--- config.mk ---
export PLATFORM = sky130hd
export DESIGN_NAME = seg_scan_ctrl
export DESIGN_NICKNAME = d
export VERILOG_FILES = /design/src/rtl/seg_pkg.sv /design/src/rtl/bcd_to_7seg.sv /design/src/rtl/seg_scan_ctrl.sv
export SDC_FILE = /design/constraint.sdc
export NUM_CORES = 1
export LEC_CHECK = 0
export ABC_AREA = 1
export BUFFER_PORTS_ARGS = -buffer_cell sky130_fd_sc_hd__buf_2
export CORE_UTILIZATION = 60
export DETAILED_ROUTE_END_ITERATION = 6
export PLACE_DENSITY = 0.8
export SETUP_SLACK_MARGIN = 0.4
export SLEW_MARGIN = 25
export SYNTH_ARGS = -nofsm -noshare
export SYNTH_HDL_FRONTEND = slang
export SYNTH_SLANG_ARGS = --single-unit
export TNS_END_PERCENT = 1
--- constraint.sdc ---
create_clock -name clk -period 5.2 [get_ports clk]
set_input_delay 0.78 -clock clk [delete_from_list [all_inputs] [get_ports clk]]
set_output_delay 0.78 -clock clk [all_outputs]
set_load 0.005 [all_outputs]
--- src/rtl/seg_pkg.sv ---
// Shared types and constants for the multiplexed 7-segment scan controller.
package seg_pkg;

  localparam logic [6:0] SEG_BLANK = 7'b1111111;

  // Bit positions of each segment within the active-low seg bus.
  localparam int SEG_A = 6;
  localparam int SEG_B = 5;
  localparam int SEG_C = 4;
  localparam int SEG_D = 3;
  localparam int SEG_E = 2;
  localparam int SEG_F = 1;
  localparam int SEG_G = 0;

  typedef enum logic [1:0] {
    IDLE,
    BLANK,
    SHOW,
    COMMIT
  } state_t;

endpackage

--- src/rtl/bcd_to_7seg.sv ---
// Combinational BCD to active-low 7-segment decoder; codes 10..15 are dark.
module bcd_to_7seg
  import seg_pkg::*;
(
  input  logic [3:0] i_bcd,
  output logic [6:0] o_seg
);

  logic [6:0] w_on;

  always_comb begin
    // NOTE: default every combinational output first so no path can infer a latch.
    w_on = '0;
    if (i_bcd <= 4'd9) begin
      w_on[SEG_A] = !(i_bcd inside {4'd1, 4'd4});
      w_on[SEG_B] = !(i_bcd inside {4'd5, 4'd6});
      w_on[SEG_C] = (i_bcd != 4'd2);
      w_on[SEG_D] = !(i_bcd inside {4'd1, 4'd4, 4'd7});
      w_on[SEG_E] = (i_bcd inside {4'd0, 4'd2, 4'd6, 4'd8});
      w_on[SEG_F] = !(i_bcd inside {4'd1, 4'd2, 4'd3, 4'd7});
      w_on[SEG_G] = !(i_bcd inside {4'd0, 4'd1, 4'd7});
    end
  end

  assign o_seg = ~w_on;

endmodule

--- src/rtl/seg_scan_ctrl.sv ---
// Multiplexed common-anode display scanner with a tear-free shadow/active digit bank.
module seg_scan_ctrl
  import seg_pkg::*;
#(
  parameter int NUM_DIGITS = 4,
  parameter int TICK_DIV   = 12000,
  parameter int BLANK_CYC  = 16,
  parameter int AW         = $clog2(NUM_DIGITS)
) (
  input  logic                  clk,
  input  logic                  rst,
  input  logic                  en,
  input  logic                  lz_suppress,
  input  logic                  wr_valid,
  output logic                  wr_ready,
  input  logic [AW-1:0]         wr_addr,
  input  logic [3:0]            wr_data,
  output logic [6:0]            seg,
  output logic [NUM_DIGITS-1:0] dig_n,
  output logic                  frame_done
);

  localparam int CNT_MAX = (TICK_DIV > BLANK_CYC) ? TICK_DIV : BLANK_CYC;
  localparam int CW      = (CNT_MAX > 1) ? $clog2(CNT_MAX) : 1;
  localparam logic [CW-1:0] BLANK_LAST = CW'(BLANK_CYC - 1);
  localparam logic [CW-1:0] SHOW_LAST  = CW'(TICK_DIV - 1);
  localparam logic [AW-1:0] LAST_IDX   = AW'(NUM_DIGITS - 1);

  state_t                r_state, w_state_nxt;
  logic [CW-1:0]         r_cnt, w_cnt_nxt, w_cnt_inc;
  logic [AW-1:0]         r_idx, w_idx_nxt;
  logic [3:0]            r_shadow [NUM_DIGITS];
  logic [3:0]            r_active [NUM_DIGITS];
  logic [NUM_DIGITS-1:0] w_lz_blank;
  logic                  w_zero_run;
  logic [6:0]            w_dec, w_seg_nxt;
  logic [NUM_DIGITS-1:0] w_dig_nxt;

  assign w_cnt_inc = (r_cnt == '1) ? r_cnt : r_cnt + CW'(1);

  always_comb begin
    w_state_nxt = r_state;
    w_cnt_nxt   = r_cnt;
    w_idx_nxt   = r_idx;
    unique case (r_state)
      IDLE: begin
        w_state_nxt = BLANK;
        w_cnt_nxt   = '0;
        w_idx_nxt   = '0;
      end
      BLANK: begin
        if (r_cnt == BLANK_LAST) begin
          w_state_nxt = SHOW;
          w_cnt_nxt   = '0;
        end else begin
          w_cnt_nxt = w_cnt_inc;
        end
      end
      SHOW: begin
        if (r_cnt == SHOW_LAST) begin
          w_cnt_nxt = '0;
          if (r_idx == LAST_IDX) begin
            w_state_nxt = COMMIT;
          end else begin
            w_state_nxt = BLANK;
            w_idx_nxt   = r_idx + AW'(1);
          end
        end else begin
          w_cnt_nxt = w_cnt_inc;
        end
      end
      COMMIT: begin
        w_state_nxt = BLANK;
        w_cnt_nxt   = '0;
        w_idx_nxt   = '0;
      end
    endcase
    if (!en) begin
      w_state_nxt = IDLE;
      w_cnt_nxt   = '0;
      w_idx_nxt   = '0;
    end
  end

  // A digit is a leading zero when it and every more significant digit are zero.
  always_comb begin
    w_zero_run = 1'b1;
    w_lz_blank = '0;
    for (int i = NUM_DIGITS - 1; i >= 0; i--) begin
      w_zero_run    = w_zero_run && (r_active[i] == 4'd0);
      w_lz_blank[i] = lz_suppress && (i != 0) && w_zero_run;
    end
  end

  bcd_to_7seg u_dec (
    .i_bcd (r_active[w_idx_nxt]),
    .o_seg (w_dec)
  );

  // NOTE: outputs are decoded from the next state so the registered pins line up with the state register.
  always_comb begin
    w_seg_nxt = SEG_BLANK;
    w_dig_nxt = '1;
    if (w_state_nxt == SHOW) begin
      w_dig_nxt[w_idx_nxt] = 1'b0;
      if (!w_lz_blank[w_idx_nxt]) w_seg_nxt = w_dec;
    end
  end

  // NOTE: sequential state uses non-blocking assignments only; both banks are reset
  // because blank (4'hF) is the defined power-up display content.
  always_ff @(posedge clk) begin
    if (rst) begin
      r_state    <= IDLE;
      r_cnt      <= '0;
      r_idx      <= '0;
      wr_ready   <= 1'b0;
      frame_done <= 1'b0;
      seg        <= SEG_BLANK;
      dig_n      <= '1;
      for (int i = 0; i < NUM_DIGITS; i++) begin
        r_shadow[i] <= 4'hF;
        r_active[i] <= 4'hF;
      end
    end else begin
      r_state    <= w_state_nxt;
      r_cnt      <= w_cnt_nxt;
      r_idx      <= w_idx_nxt;
      wr_ready   <= (w_state_nxt != COMMIT);
      frame_done <= (w_state_nxt == COMMIT);
      seg        <= w_seg_nxt;
      dig_n      <= w_dig_nxt;
      if (wr_valid && wr_ready && (int'(wr_addr) < NUM_DIGITS)) begin
        r_shadow[wr_addr] <= wr_data;
      end
      // Commit at the end of the COMMIT cycle so a write landing on the edge into COMMIT is included.
      if (r_state == COMMIT) begin
        for (int i = 0; i < NUM_DIGITS; i++) r_active[i] <= r_shadow[i];
      end
    end
  end

endmodule

==> reports/qor_table.md <==
| Item | Reported | Unit |
|:---|:---|:---|
| Largest voltage drop on the vdd net | 0.000206 | V |
| Sequential area share after synthesis | 50.7 | % |
| Via count of the first global-routing pass | 2,084 | - |
| Top cell type by total area after synthesis | edfxtp_1 | - |
| Violation count after the first detailed-routing iteration | 175 | - |
| Wire length of the first global-routing pass | 8.99 | mm |
| Hold crit path type | reg2reg | - |
| RSZ-0062 raised after global routing | no | - |
| Clock latency on the worst-skew pair | 340 | ps |
| Xor/xnor cell area share of the yosys netlist | 0 | % |
| GP Congestion | 0.884 | - |
| Final Util | 71.8 | % |
| Post-route worst setup slack | 3040 | ps |
| Commonest cells post-synth | nand2_1 (90), inv_1 (61), nor2_1 (33) | - |
| Count of buffers inserted at the top-level ports | 23 | - |
| Cell types occupying the most area after synthesis | edfxtp_1 (31%), dfxtp_1 (20%), nand2_1 (11%), inv_1 (7.3%), nor2_1 (4.0%) | - |
| Crit Path Max Fanout | 6 | - |
| Hold buffer count at CTS | 0 | - |
| Seq cells post-synth | 63 | - |
| GR Util All Layers | 22.5 | % |
| Synth Flop Type | edfxtp_1 | - |
| Antenna violation net count after detailed routing | 0 | - |
| Slew of the pin with the lowest slew margin | 876 | ps |
| Yosys synthesis warning count | 0 | - |
| Cell area after placement | 3300 | um^2 |
| Die area | 5490 | um^2 |
| Remaining design rule violation count | 0 | - |
| Startpoint kind of the worst setup timing path | register | - |
| Post-synthesis cell area | 3120 | um^2 |
| Maximum number of pins on one net before global-route repair | 17 | - |
| Final Critical Period | 2160 | ps |
| Slew Limit Fails | 0 | - |
| Vias after detailed routing | 2,373 | - |
| Synth Net Count | 379 | - |
| Final Hold Violating Endpoints | 0 | - |
| Die Y-Extent | 74.1 | um |
| Outcome | completed | - |
| Initial DRT Pass Iterations | 5 | - |
| Per-cell routed wire length | 11.4 | um |
| Data arrival time of the critical path | 2390 | ps |
| Number of instances in the synthesized netlist | 364 | - |
| Setup-failing EPs final | 0 | - |
| Maxcap violations | 0 | - |
| Gr ovfl total | 0 | - |
| Mux share of post-synthesis cell area | 0 | % |
| Total of cells resized after clock tree synthesis | 0 | - |
| Clk Tree Root Cell | clkbuf_8 | - |
| ANT cells | 0 | - |
| Net count, final | 410 | - |
| H-tree levels | 3 | - |
| Share of the clock period used by the worst path after layout | 41.6 | % |
| Count of cell types in the netlist | 36 | - |
| Leading cell type by number of instances after synthesis | nand2_1 | - |
| Post-placement worst setup slack | 2810 | ps |
| Setup CP Type | reg2reg | - |
| Dominant combinational cell family by area after synthesis | simple AND/OR/NAND/NOR gates | - |
| Total wire length after detailed routing | 5.33 | mm |
| Setup crit end kind | register | - |
| Total power of the final layout | 943 | uW |
| Average cell area after synthesis | 8.57 | um^2 |
| WP data required | 5430 | ps |
| Fraction of the mapped netlist area in compound gates | 5.90 | % |
| Share of layout cells above drive strength 1 | 19.5 | % |
| Clock buffer count from CTS | 9 | - |
| Area Overhead vs Synth | 11.6 | % |
| Area share of and/or/nand/nor cells after synthesis | 33.3 | % |
| CTS tree | built | - |
| Reported leakage power | 1.49 | nW |
| Antenna violations before repair | 0 | - |
| Design Area, Final | 3480 | um^2 |
| Standard-cell rows | 25 | - |
| Number of enable flip-flop cells after synthesis | 32 | - |
| Fmax | 462 | MHz |
| Routed vias/inst | 5.08 | - |
| Sum of negative setup slack | 0 | ps |
| Initial cell density of the core | 64.3 | % |
| Num Clock Sinks | 63 | - |
| Pwr Density | 271 | nW/um^2 |
| Top-Level Pins | 24 | - |
| Max Buffers Root-to-Sink | 2 | - |
| Area inside the core boundary | 4850 | um^2 |
| Worst clock skew | 9.01 | ps |
| Floorplan die width | 74.1 | um |
| Post-Synth Adder-Cell Area | 1.60 | % |
| Clock transition at the registers of the reported paths | 70 | ps |
| Detail Placement HPWL | 4.07 | mm |
| Max-Slew Margin vs Limit | 41.4 | % |
| Post-synthesis async set-or-reset flop share | 0 | % |
| Setup repair bufs after CTS | 0 | - |
| Share of Yosys cell area claimed by the top area cell type | 30.8 | % |
-- path summary, 6_finish.rpt --
check	from	end	slack, ps	cells after the start
hold / removal	r_cnt[1]	r_cnt[1]	490	2
setup / recovery	r_cnt[0]	seg[3]	3040	14
hold reg to reg	r_cnt[1]	r_cnt[1]	490	2
setup reg to reg	r_cnt[0]	seg[3]	3040	14
-- report_power, final --
group | internal (mW) | switching, mW
Clock | 0.177 | 0.203
Sequential | 0.527 | 0.00220
Combinational | 0.00954 | 0.0247
Total | 0.713 | 0.230
-- cell families after synthesis --
kind of cell,count (synthesis)
simple gates,197
buf+inv,69
flops,63
compound gates,31
fa+ha+maj,4
-- worst max-delay path, cell delays in order, from the launching register on --
cell and delay (ps):
dfxtp_1 360, ha_1 200, nand3_2 170, nor2_4 210, nand3_2 130, nand2_4 110
nand2_4 100, nor2_8 140, nand2_1 110, nand4_2 140, nand2_2 70, nand2_2 60
nand2_2 70, nor2_2 110, nand2_1 60
-- cell usage in the layout (no fill, tap or decap), types with 5 or more instances in the layout --
master    synthesis  layout
nand3_1          16      16
nand2_4           6       6
nand2_2           7       7
o21ai_0          10      10
clkbuf_8          0       9
inv_1            61      61
nor2_4            5       5
a21oi_1           9       9
nor2_1           33      33
dfxtp_1          31      31
edfxtp_1         32      32
nor3_1           12      12
nand2_1          90      90
nand4_1           7       7
buf_2             0      23
nor2_2            5       5
-- registers in the layout, indices dropped and copies added (netlist names) --
register and count:
r_active 16, r_shadow 16, r_cnt 14, seg 7, dig_n 4, r_idx 2, r_state 2, frame_done 1
wr_ready 1
-- metrics by stage --
step,instances,hold WS (ps)
2_1_floorplan,364,456
3_3_place_gp,451,467
3_5_place_dp,451,475
4_1_cts,467,488
5_1_grt,467,535
6_report,467,491
-- final cells by class --
cell class                      count  area [um^2]
Clock buffer                        9          124
Inverter                           66          248
Tap cell                           67         83.8
Sequential cell                    63         1580
Clock inverter                      7         56.3
Multi-Input combinational cell    232         1270
Timing Repair Buffer               23          115
Fill cell                         376         1370
-- per-layer routing --
metal | vias up | GRT usage (%) | wire [um]
li1 | 1240 | - | -
met2 | 68 | 33.7 | 2390
met5 | - | 0 | 0
met3 | 14 | 4.07 | 282
met4 | 0 | 14.1 | 153
met1 | 1051 | 30.2 | 2500
(Power assumes the default switching activity.)
